$ cat src/rtl/multicycle_ctrl_fsm_if.sv
// Control bundle between the multi-cycle sequencer and the datapath / memory side.
// The sequencer sits on the slave modport. The datapath or a testbench drives the inputs through the master modport.
interface multicycle_ctrl_fsm_if #(
  parameter int CNT_WIDTH = 32
);
  // Decoder / datapath / memory status into the sequencer
  logic [5:0]           opcode;
  logic [5:0]           funct;
  logic                 zero;
  logic                 mem_ready;

  // Sequencing controls out of the sequencer
  logic [2:0]           state;
  logic                 pc_write;
  logic [1:0]           pc_src;
  logic                 ir_write;
  logic                 iord;
  logic                 mem_read;
  logic                 mem_write;
  logic                 reg_write;
  logic                 retire;
  logic [CNT_WIDTH-1:0] instret;
  logic                 fault;

  modport master (
    output opcode, funct, zero, mem_ready,
    input  state, pc_write, pc_src, ir_write, iord, mem_read, mem_write,
           reg_write, retire, instret, fault
  );

  modport slave (
    input  opcode, funct, zero, mem_ready,
    output state, pc_write, pc_src, ir_write, iord, mem_read, mem_write,
           reg_write, retire, instret, fault
  );
endinterface

$ cat src/rtl/multicycle_ctrl_fsm.sv
// Multi-cycle MIPS sequencer. It walks each instruction through IF/ID/EX/MEM/WB and gates the decoder's selects into phase-timed enables.
// It also provides a memory wait timeout, an illegal-instruction trap and a retired-instruction counter.
module multicycle_ctrl_fsm #(
  parameter bit MEM_HANDSHAKE  = 1'b1,
  parameter int TIMEOUT_CYCLES = 16,
  parameter int WAIT_WIDTH     = 8,
  parameter bit ILLEGAL_TRAP   = 1'b1,
  parameter int CNT_WIDTH      = 32
) (
  input logic                  clk,
  input logic                  rst,
  multicycle_ctrl_fsm_if.slave bus
);

  typedef enum logic [2:0] {
    S_IF    = 3'd0,
    S_ID    = 3'd1,
    S_EX    = 3'd2,
    S_MEM   = 3'd3,
    S_WB    = 3'd4,
    S_FAULT = 3'd7
  } state_e;

  typedef enum logic [3:0] {
    C_ALU,
    C_LOAD,
    C_STORE,
    C_BEQ,
    C_BNE,
    C_J,
    C_JAL,
    C_JR,
    C_JALR,
    C_ILLEGAL
  } iclass_e;

  localparam bit                  TIMEOUT_EN = (TIMEOUT_CYCLES != 0);
  localparam logic [WAIT_WIDTH-1:0] WAIT_LAST = WAIT_WIDTH'(TIMEOUT_CYCLES - 1);

  state_e               state_q, state_next;
  logic [WAIT_WIDTH-1:0] wait_q, wait_next;
  logic [CNT_WIDTH-1:0]  instret_q;
  iclass_e               iclass;
  logic                  ready;
  logic                  timed_out;

  logic       pc_write;
  logic [1:0] pc_src;
  logic       ir_write;
  logic       iord;
  logic       mem_read;
  logic       mem_write;
  logic       reg_write;
  logic       retire;

  assign ready     = !MEM_HANDSHAKE || bus.mem_ready;
  assign timed_out = TIMEOUT_EN && (wait_q == WAIT_LAST);

  // Instruction classification of the latched IR; only R-type looks at funct.
  always_comb begin
    iclass = C_ILLEGAL;
    case (bus.opcode)
      6'h00: begin
        case (bus.funct)
          6'h00, 6'h02, 6'h03, 6'h04, 6'h06, 6'h07,
          6'h20, 6'h21, 6'h22, 6'h23, 6'h24, 6'h25,
          6'h26, 6'h27, 6'h2A, 6'h2B:               iclass = C_ALU;
          6'h08:                                    iclass = C_JR;
          6'h09:                                    iclass = C_JALR;
          default:                                  iclass = C_ILLEGAL;
        endcase
      end
      6'h02:                                        iclass = C_J;
      6'h03:                                        iclass = C_JAL;
      6'h04:                                        iclass = C_BEQ;
      6'h05:                                        iclass = C_BNE;
      6'h08, 6'h09, 6'h0A, 6'h0B,
      6'h0C, 6'h0D, 6'h0E, 6'h0F:                   iclass = C_ALU;
      6'h20, 6'h21, 6'h23, 6'h24, 6'h25:            iclass = C_LOAD;
      6'h28, 6'h29, 6'h2B:                          iclass = C_STORE;
      default:                                      iclass = C_ILLEGAL;
    endcase
  end

  // NOTE: every output of this block gets a default before the case, so no path leaves a variable unassigned and no latch is inferred.
  always_comb begin
    state_next = state_q;
    pc_write   = 1'b0;
    pc_src     = 2'd0;
    ir_write   = 1'b0;
    iord       = 1'b0;
    mem_read   = 1'b0;
    mem_write  = 1'b0;
    reg_write  = 1'b0;
    retire     = 1'b0;

    case (state_q)
      S_IF: begin
        mem_read = 1'b1;
        if (ready) begin
          ir_write   = 1'b1;
          pc_write   = 1'b1;
          state_next = S_ID;
        end else if (timed_out) begin
          state_next = S_FAULT;
        end
      end

      S_ID: begin
        case (iclass)
          C_J, C_JAL: begin
            pc_write   = 1'b1;
            pc_src     = 2'd2;
            reg_write  = (iclass == C_JAL);
            retire     = 1'b1;
            state_next = S_IF;
          end
          C_JR, C_JALR: begin
            pc_write   = 1'b1;
            pc_src     = 2'd3;
            reg_write  = (iclass == C_JALR);
            retire     = 1'b1;
            state_next = S_IF;
          end
          C_ILLEGAL: begin
            if (ILLEGAL_TRAP) begin
              state_next = S_FAULT;
            end else begin
              retire     = 1'b1;
              state_next = S_IF;
            end
          end
          default: state_next = S_EX;
        endcase
      end

      S_EX: begin
        case (iclass)
          C_BEQ, C_BNE: begin
            // pc_src only carries meaning when the branch is taken.
            pc_write   = (iclass == C_BEQ) ? bus.zero : !bus.zero;
            pc_src     = pc_write ? 2'd1 : 2'd0;
            retire     = 1'b1;
            state_next = S_IF;
          end
          C_LOAD, C_STORE: state_next = S_MEM;
          default:         state_next = S_WB;
        endcase
      end

      S_MEM: begin
        iord      = 1'b1;
        mem_write = (iclass == C_STORE);
        mem_read  = (iclass != C_STORE);
        if (ready) begin
          if (iclass == C_STORE) begin
            retire     = 1'b1;
            state_next = S_IF;
          end else begin
            state_next = S_WB;
          end
        end else if (timed_out) begin
          state_next = S_FAULT;
        end
      end

      S_WB: begin
        reg_write  = 1'b1;
        retire     = 1'b1;
        state_next = S_IF;
      end

      S_FAULT: state_next = S_FAULT;

      // Unused encodings can only come from an upset. Park them in FAULT so that only reset recovers.
      default: state_next = S_FAULT;
    endcase
  end

  // The wait counter measures how long the current IF/MEM access has stalled.
  always_comb begin
    wait_next = wait_q;
    if (state_next != state_q) begin
      wait_next = '0;
    end else if ((state_q == S_IF || state_q == S_MEM) && !ready) begin
      wait_next = wait_q + 1'b1;
    end
  end

  // NOTE: sequential state uses non-blocking assignments only, so every register samples pre-edge values regardless of statement order.
  always_ff @(posedge clk or posedge rst) begin
    if (rst) begin
      state_q   <= S_IF;
      wait_q    <= '0;
      instret_q <= '0;
    end else begin
      state_q <= state_next;
      wait_q  <= wait_next;
      if (retire) begin
        instret_q <= instret_q + 1'b1;
      end
    end
  end

  // Strobes are masked while reset is held, even though the state already reads IF.
  assign bus.state     = state_q;
  assign bus.pc_write  = pc_write  & ~rst;
  assign bus.pc_src    = pc_src    & {2{~rst}};
  assign bus.ir_write  = ir_write  & ~rst;
  assign bus.iord      = iord      & ~rst;
  assign bus.mem_read  = mem_read  & ~rst;
  assign bus.mem_write = mem_write & ~rst;
  assign bus.reg_write = reg_write & ~rst;
  assign bus.retire    = retire    & ~rst;
  assign bus.instret   = instret_q;
  assign bus.fault     = (state_q == S_FAULT);

endmodule

$ cat src/flat_wrapper.sv
// flat-port wrapper written by rule: the top's interface ports become plain ports
module multicycle_ctrl_fsm_flat 
#(
  parameter bit MEM_HANDSHAKE  = 1'b1,
  parameter int TIMEOUT_CYCLES = 16,
  parameter int WAIT_WIDTH     = 8,
  parameter bit ILLEGAL_TRAP   = 1'b1,
  parameter int CNT_WIDTH      = 32
)
  (clk, rst, bus_opcode, bus_funct, bus_zero, bus_mem_ready, bus_state, bus_pc_write, bus_pc_src, bus_ir_write, bus_iord, bus_mem_read, bus_mem_write, bus_reg_write, bus_retire, bus_instret, bus_fault);
  multicycle_ctrl_fsm_if #(.CNT_WIDTH(CNT_WIDTH)) bus_i ();
  input logic clk;
  input logic rst;
  input wire logic [$bits(bus_i.opcode)-1:0] bus_opcode;
  input wire logic [$bits(bus_i.funct)-1:0] bus_funct;
  input wire logic [$bits(bus_i.zero)-1:0] bus_zero;
  input wire logic [$bits(bus_i.mem_ready)-1:0] bus_mem_ready;
  output wire logic [$bits(bus_i.state)-1:0] bus_state;
  output wire logic [$bits(bus_i.pc_write)-1:0] bus_pc_write;
  output wire logic [$bits(bus_i.pc_src)-1:0] bus_pc_src;
  output wire logic [$bits(bus_i.ir_write)-1:0] bus_ir_write;
  output wire logic [$bits(bus_i.iord)-1:0] bus_iord;
  output wire logic [$bits(bus_i.mem_read)-1:0] bus_mem_read;
  output wire logic [$bits(bus_i.mem_write)-1:0] bus_mem_write;
  output wire logic [$bits(bus_i.reg_write)-1:0] bus_reg_write;
  output wire logic [$bits(bus_i.retire)-1:0] bus_retire;
  output wire logic [$bits(bus_i.instret)-1:0] bus_instret;
  output wire logic [$bits(bus_i.fault)-1:0] bus_fault;
  assign bus_i.opcode = bus_opcode;
  assign bus_i.funct = bus_funct;
  assign bus_i.zero = bus_zero;
  assign bus_i.mem_ready = bus_mem_ready;
  assign bus_state = bus_i.state;
  assign bus_pc_write = bus_i.pc_write;
  assign bus_pc_src = bus_i.pc_src;
  assign bus_ir_write = bus_i.ir_write;
  assign bus_iord = bus_i.iord;
  assign bus_mem_read = bus_i.mem_read;
  assign bus_mem_write = bus_i.mem_write;
  assign bus_reg_write = bus_i.reg_write;
  assign bus_retire = bus_i.retire;
  assign bus_instret = bus_i.instret;
  assign bus_fault = bus_i.fault;
  multicycle_ctrl_fsm #(.MEM_HANDSHAKE(MEM_HANDSHAKE), .TIMEOUT_CYCLES(TIMEOUT_CYCLES), .WAIT_WIDTH(WAIT_WIDTH), .ILLEGAL_TRAP(ILLEGAL_TRAP), .CNT_WIDTH(CNT_WIDTH)) u_core (.clk(clk), .rst(rst), .bus(bus_i));
endmodule
$ cat config.mk
export PLATFORM = sky130hd
export DESIGN_NAME = multicycle_ctrl_fsm_flat
export DESIGN_NICKNAME = d
export VERILOG_FILES = /design/src/rtl/multicycle_ctrl_fsm_if.sv /design/src/rtl/multicycle_ctrl_fsm.sv /design/src/flat_wrapper.sv
export SDC_FILE = /design/constraint.sdc
export NUM_CORES = 1
export LEC_CHECK = 0
export CORE_MARGIN = 2
export CORE_UTILIZATION = 55
export CTS_CLUSTER_SIZE = 25
export DETAILED_ROUTE_END_ITERATION = 8
export PLACE_DENSITY = 0.91
export SYNTH_ARGS = -nofsm -noshare
export SYNTH_HDL_FRONTEND = slang
export SYNTH_SLANG_ARGS = --single-unit
$ cat constraint.sdc
create_clock -name clk -period 6.1 [get_ports clk]
set_clock_uncertainty 0.05 [all_clocks]
set_input_delay 0.61 -clock clk [delete_from_list [all_inputs] [get_ports clk]]
set_output_delay 0.61 -clock clk [all_outputs]
set_load 0.02 [all_outputs]
==> metrics, run 1 <==
Final GP Congestion=0.845; worst-path maximum fanout=11; # IOs=61; Worst Hold Depth=1; global-route wire length before repair=11400 um; Critical Path RT=5440 ps; Worst R2R Start=u_core.bus.state[2]$_DFF_PP0_; VDD IR-drop max=0.000194 V; library cells used by synthesis=59; Hold Path Class=register to register; Num CTS Buffers=5; Max-Cap Viols=0; final setup vio count=0; setup bufs post-CTS=0; Pre-antenna DRT Iters=4; sequential cell area fraction in the yosys report=38.6%; CTS Buffer Depth=2; Final HPWL DP=4970 um; CTS Root Cell=clkbuf_8; GRT Util Overall=26.0%; Post-CTS Resized=0; count of pins over their slew limit=0; FF-to-FF End=u_core.wait_q[7]$_DFFE_PP0P_; drt total wl=6810 um; area of the mapped netlist=0.00279 sq mm; unrepaired setup endpoints after global routing=false; FF-to-FF setup slack=2810 ps; worst reg-to-reg path cell count=7; post-synthesis register bit count=43; number of global-route vias before repair=2449; CTS sink cnt=43; GR Overflow Total=0; Final Hold Fails=0; Max-slew headroom=33.7%; status=finished clean; share of post-route cells with drive strength above 1=5.75%; LEAKAGE=1.46 nW; Tcrit/Tclk final=84.0%; Critical Path AT=4470 ps; ANT cells=0; Largest stage delay, worst path=670 ps; vias per cell=6.00; slowest CP cell=a21oi_1; HP Start=u_core.bus.instret[31]$_DFFE_PP0P_; ys flop type=dfrtp_1; crit-path most repeated cell=clkdlybuf4s50_1; CP cell instances=clkdlybuf4s50_1 -> or3_4 -> nand3b_4 -> a211oi_1 -> o21bai_1 -> a21oi_1 -> nand4bb_1 -> xor2_1 -> nor2_1 -> clkdlybuf4s50_1; CTS tree=yes; Rows=25; min Tclk post-route=5130 ps; path type of the worst setup path=input pin to output port; Worst path top cell family by delay=compound AO/OA/AOI/OAI gates; die area=0.00565 sq mm; clk_lat worst skew=300 ps; CTS HTree Levels=2; hold_buf cts=0; synthesis-to-layout area growth=27.0%; Hold Path End=u_core.bus.instret[31]$_DFFE_PP0P_; largest net degree at the start of global routing=44; remaining antenna violation count after routing=0; initial DRC count=179; critical path buffer and inverter count=2; core area=0.00482 sq mm; Initial Util=57.8%; Die Ht=75.2 um; commonest non-fill, non-tap cell in the layout=clkdlybuf4s50_1; NumNets Final=382; PD cells=175 mW/mm^2; Post-synth EDFFs=0; Syn Inst Count=306; YS warnings=0; port bufs=60; vias=2594; FMAX=0.195 GHz; Tot Pwr=619 uW; Avg Cell Area, Syn=9.11 sq um; die width=75.2 um; Net Count, Synth=324; clk slew on worst S/H paths=80 ps; most frequent cells in the layout=60 x clkdlybuf4s50_1, 43 x dfrtp_1, 29 x nand2_1; Setup TNS=0 ps; Worst setup SP type=input pin; antenna violations before repair=0; drt wl/cell=15.8 um; Async SR Flop Fraction=100%; Worst Tran Pin Value=970 ps; drt drc=0; Crit. End Element=output port
==> registers in the layout, summed over array words and instances, names as in the netlist <==
name,count
u_core.bus.state,3
u_core.wait_q,8
u_core.bus.instret,32
==> routing by layer <==
metal  vias up  global-route usage, %  routed length (um)  part of all wire, %
met4         0                   7.99                 126                  1.8
met5         -                      0                   0                    0
met2        91                   42.8                3330                   49
met1      1259                   35.2                2960                   43
li1       1231                      -                   -                    -
met3        13                   4.55                 396                  5.8
==> layout make-up <==
cell class	instances	area (sq um)
inverters	7	26.3
fillers	385	1280
clock buffers	5	68.8
repair buffers	61	608
flip-flops and latches	43	1080
well taps	67	83.8
multi-input cells	246	1630
clock inverters	3	43.8
==> power by group <==
| part | total (mW) | switching (mW) | internal, mW |
|---|---|---|---|
| Sequential | 0.305 | 0.0122 | 0.293 |
| Clock | 0.224 | 0.102 | 0.122 |
| Combinational | 0.0906 | 0.0498 | 0.0408 |
==> kinds of logic (layout without fill, tap and decap cells) <==
family          Yosys count  after routing  synth area share [%]
fa+ha+maj                 2              2                 0.898
compound gates           51             51                  13.6
mux                       4              4                  1.48
simple gates            149            149                  30.0
xor+xnor                 40             40                  12.6
flops                    43             43                  38.6
buf+inv                  17             76                  2.78
==> worst register-to-register path, stage by stage, from the launching register on <==
cell and delay [ps]:
dfrtp_1 630, nor2b_1 310, nand2b_1 140, or4_1 420, a21oi_1 640, nand4bb_1 270
xor2_1 560, nor2_1 120
==> Yosys cell counts (6+ instances only) <==
library cell | number | share of area (%)
xnor2_1 | 16 | 5.0
inv_1 | 7 | 0.94
nor3_1 | 19 | 3.4
nand2_1 | 29 | 3.9
nor2_1 | 25 | 3.4
nor4_1 | 8 | 1.8
nor2b_1 | 8 | 1.8
xor2_1 | 24 | 7.5
dfrtp_1 | 43 | 39
o21ai_0 | 15 | 2.7
nand3_1 | 7 | 1.3
nand4_1 | 13 | 2.9
and2_1 | 6 | 1.3
nand2b_1 | 6 | 1.3
==> per-stage QoR <==
stage                     setup slack [ps]  instance area [sq um]  hold WS [ps]  cells  utilization (%)
after floorplan                       2690                   2790           528    306                -
after global placement                1220                   3430           407    424             71.1
after detailed placement              1020                   3430           414    424             71.1
after CTS                             1010                   3540           426    432             73.5
after global routing                   619                   3540           465    432             73.5
final                                  975                   3540           425    432             73.5
==> how the worst max path moves through the flow <==
stage | start | end | depth (start not counted)
final | bus_opcode[1] | bus_fault | 10
after detailed placement | bus_opcode[1] | bus_fault | 10
after global routing | bus_opcode[1] | bus_fault | 10
after floorplan | bus_opcode[1] | bus_fault | 8
after global placement | bus_opcode[2] | bus_fault | 10
after CTS | bus_opcode[1] | bus_fault | 10
Power figures use the tool's default switching activity.
==> run 2: changes to the inputs <==
CORE_UTILIZATION = 46   (was 55)
PLACE_DENSITY = 0.82   (was 0.91)
clock period = 4.5 ns   (was 6.1 ns; I/O delays follow)
==> metrics, run 2 (synthesis results as in run 1) <==
status=finished clean; final setup vio count=0 (unchanged); global-route wire length before repair=11100 um (-2.5%); synthesis-to-layout area growth=28.7%; Num CTS Buffers=5 (unchanged); Tot Pwr=836 uW (+35%); Pre-antenna DRT Iters=4 (unchanged); Critical Path AT=3730 ps (-740 ps); Die Ht=81.8 um (+8.9%); fin cells=445 (+3.0%); Multi-input gate area=0.00163 sq mm (unchanged); Max-Cap Viols=0 (unchanged); Final HPWL DP=5040 um (+1.5%); worst-path maximum fanout=8 (-3); Final Util=60.9% (-13 points); CTS Buffer Depth=2 (unchanged); drt total wl=6890 um (+1.1%); antenna violations before repair=0 (unchanged); post-place setup slack=290 ps (-735 ps); internal power=621 uW (+36%); Final Hold Fails=0 (unchanged); LEAKAGE=1.49 nW (+1.8%); Psw=216 uW (+32%); CTS sink cnt=43 (unchanged); Filler cells=497 (+29%); initial DRC count=137 (-23%); number of global-route vias before repair=2491 (+1.7%); Post-CTS Resized=0 (unchanged); CTS Root Cell=clkbuf_8; FMAX=0.236 GHz; ANT cells=0 (unchanged); vias per cell=5.75 (-4.2%); # IOs=61 (unchanged); remaining antenna violation count after routing=0 (unchanged); clk_lat worst skew=290 ps (about the same); GR Overflow Total=0 (unchanged); NumNets Final=387 (+1.3%); max reg flops=32 (unchanged); VDD IR-drop max=0.000143 V (-27%); crit-path most repeated cell=clkdlybuf4s50_1; sequential share of power=49.4% (+0.2 points); commonest non-fill, non-tap cell in the layout=clkdlybuf4s50_1; Final GP Congestion=0.971 (+15%); PD cells=233 mW/mm^2 (+33%); CTS tree=yes; Crit. End Element=output port; Critical Path RT=4000 ps (-1440 ps); Initial Util=47.3% (-11 points); core area=0.00589 sq mm (+22%); GRT Util Overall=21.1% (-4.9 points); die width=81.8 um (+8.9%); path type of the worst setup path=input pin to output port; setup bufs post-CTS=0 (unchanged); most frequent cells in the layout=60 x clkdlybuf4s50_1, 43 x dfrtp_1, 29 x nand2_1; Comb pwr share=15.3% (+0.7 points); drt wl/cell=15.5 um (-1.8%); unrepaired setup endpoints after global routing=false; Rows=28 (+12%); Worst Tran Pin Value=941 ps (-28.7 ps); PnR worst setup slack=265 ps (-710 ps); slowest CP cell=clkdlybuf4s50_1; Clock power frac=35.4% (-0.7 points); CP cell instances=clkdlybuf4s50_1 -> or3_4 -> nand3b_4 -> a211oi_1 -> o21bai_1 -> a2111oi_0 -> o311a_1 -> o21ai_0 -> nor2_1 -> clkdlybuf4s50_1; Hold Path Class=register to register; CTS HTree Levels=2 (unchanged); clk slew on worst S/H paths=80 ps (about the same); largest net degree at the start of global routing=44 (unchanged); die area=0.00670 sq mm (+18%); min Tclk post-route=4230 ps; Worst setup SP type=input pin; hold_buf cts=0 (unchanged); vias=2560 (-1.3%); Setup TNS=0 ps (unchanged); Reg area=0.00108 sq mm (unchanged); Sw Ratio=25.8% (-0.68 points); drt drc=0 (unchanged); Tcrit/Tclk final=94.1%; Placed Cells=437 (+3.1%); count of pins over their slew limit=0 (unchanged); share of post-route cells with drive strength above 1=7.03% (+1.3 points); port bufs=60 (unchanged); Max-slew headroom=37.3% (+3.6 points); Largest stage delay, worst path=610 ps (-60 ps)
## run 2: final timing paths
kind / start / to / slack, ps / cells after the start
max: bus_opcode[1] / bus_fault / 270 / 10
min reg2reg: u_core.bus.instret[31]$_DFFE_PP0P_ / u_core.bus.instret[31]$_DFFE_PP0P_ / 420 / 1
max reg2reg: u_core.bus.state[0]$_DFF_PP0_ / u_core.wait_q[6]$_DFFE_PP0P_ / 1820 / 8
min in group asynchronous: rst / u_core.bus.instret[26]$_DFFE_PP0P_ / 750 / 3
min: u_core.bus.instret[31]$_DFFE_PP0P_ / u_core.bus.instret[31]$_DFFE_PP0P_ / 420 / 1
max in group asynchronous: rst / u_core.bus.instret[19]$_DFFE_PP0P_ / 3270 / 3
## run 2: final cells by class
type	instances	share of cell area [%]
sequential	43	30.0
inverter	7	0.732
timing repair buffer	66	18.0
tap	75	2.62
clock buffer	5	1.92
multi-input combinational	246	45.5
clock inverter	3	1.22
## run 2: critical path, delay by kind of cell
family          cells  cell delay (ps)
compound gates      5             1410
buf+inv             2             1120
simple gates        3              760
## run 2: power by group through the flow
stage | Sequential, mW | Clock (mW) | Combinational (mW)
2_1_floorplan | 0.423 | 0 | 0.0677
3_3_place_gp | 0.420 | 0 | 0.125
3_5_place_dp | 0.420 | 0 | 0.128
4_1_cts | 0.413 | 0.305 | 0.128
5_1_grt | 0.415 | 0.318 | 0.139
6_report | 0.413 | 0.296 | 0.128
## run 2: metal layers
layer / wire length, um / GRT usage, % / vias to the layer above
met5: 0 / 0 / -
met4: 89 / 6.67 / 0
met3: 420 / 3.85 / 10
met2: 3290 / 34.8 / 97
met1: 3090 / 28.2 / 1218
li1: - / - / 1235
## run 2: through the flow
| stage | cell area, sq um | hold WS [ps] |
|---|---|---|
| finish | 3590 | 425 |
| global route | 3590 | 458 |
| CTS | 3590 | 426 |
| detailed placement | 3470 | 414 |
| global placement | 3470 | 409 |
| floorplan | 2790 | 528 |
==> run 3: changes to the inputs <==
CTS_CLUSTER_SIZE = not set   (was 25)
==> results of run 3 <==
Final layout, timing and power as in run 2 (identical DEF).
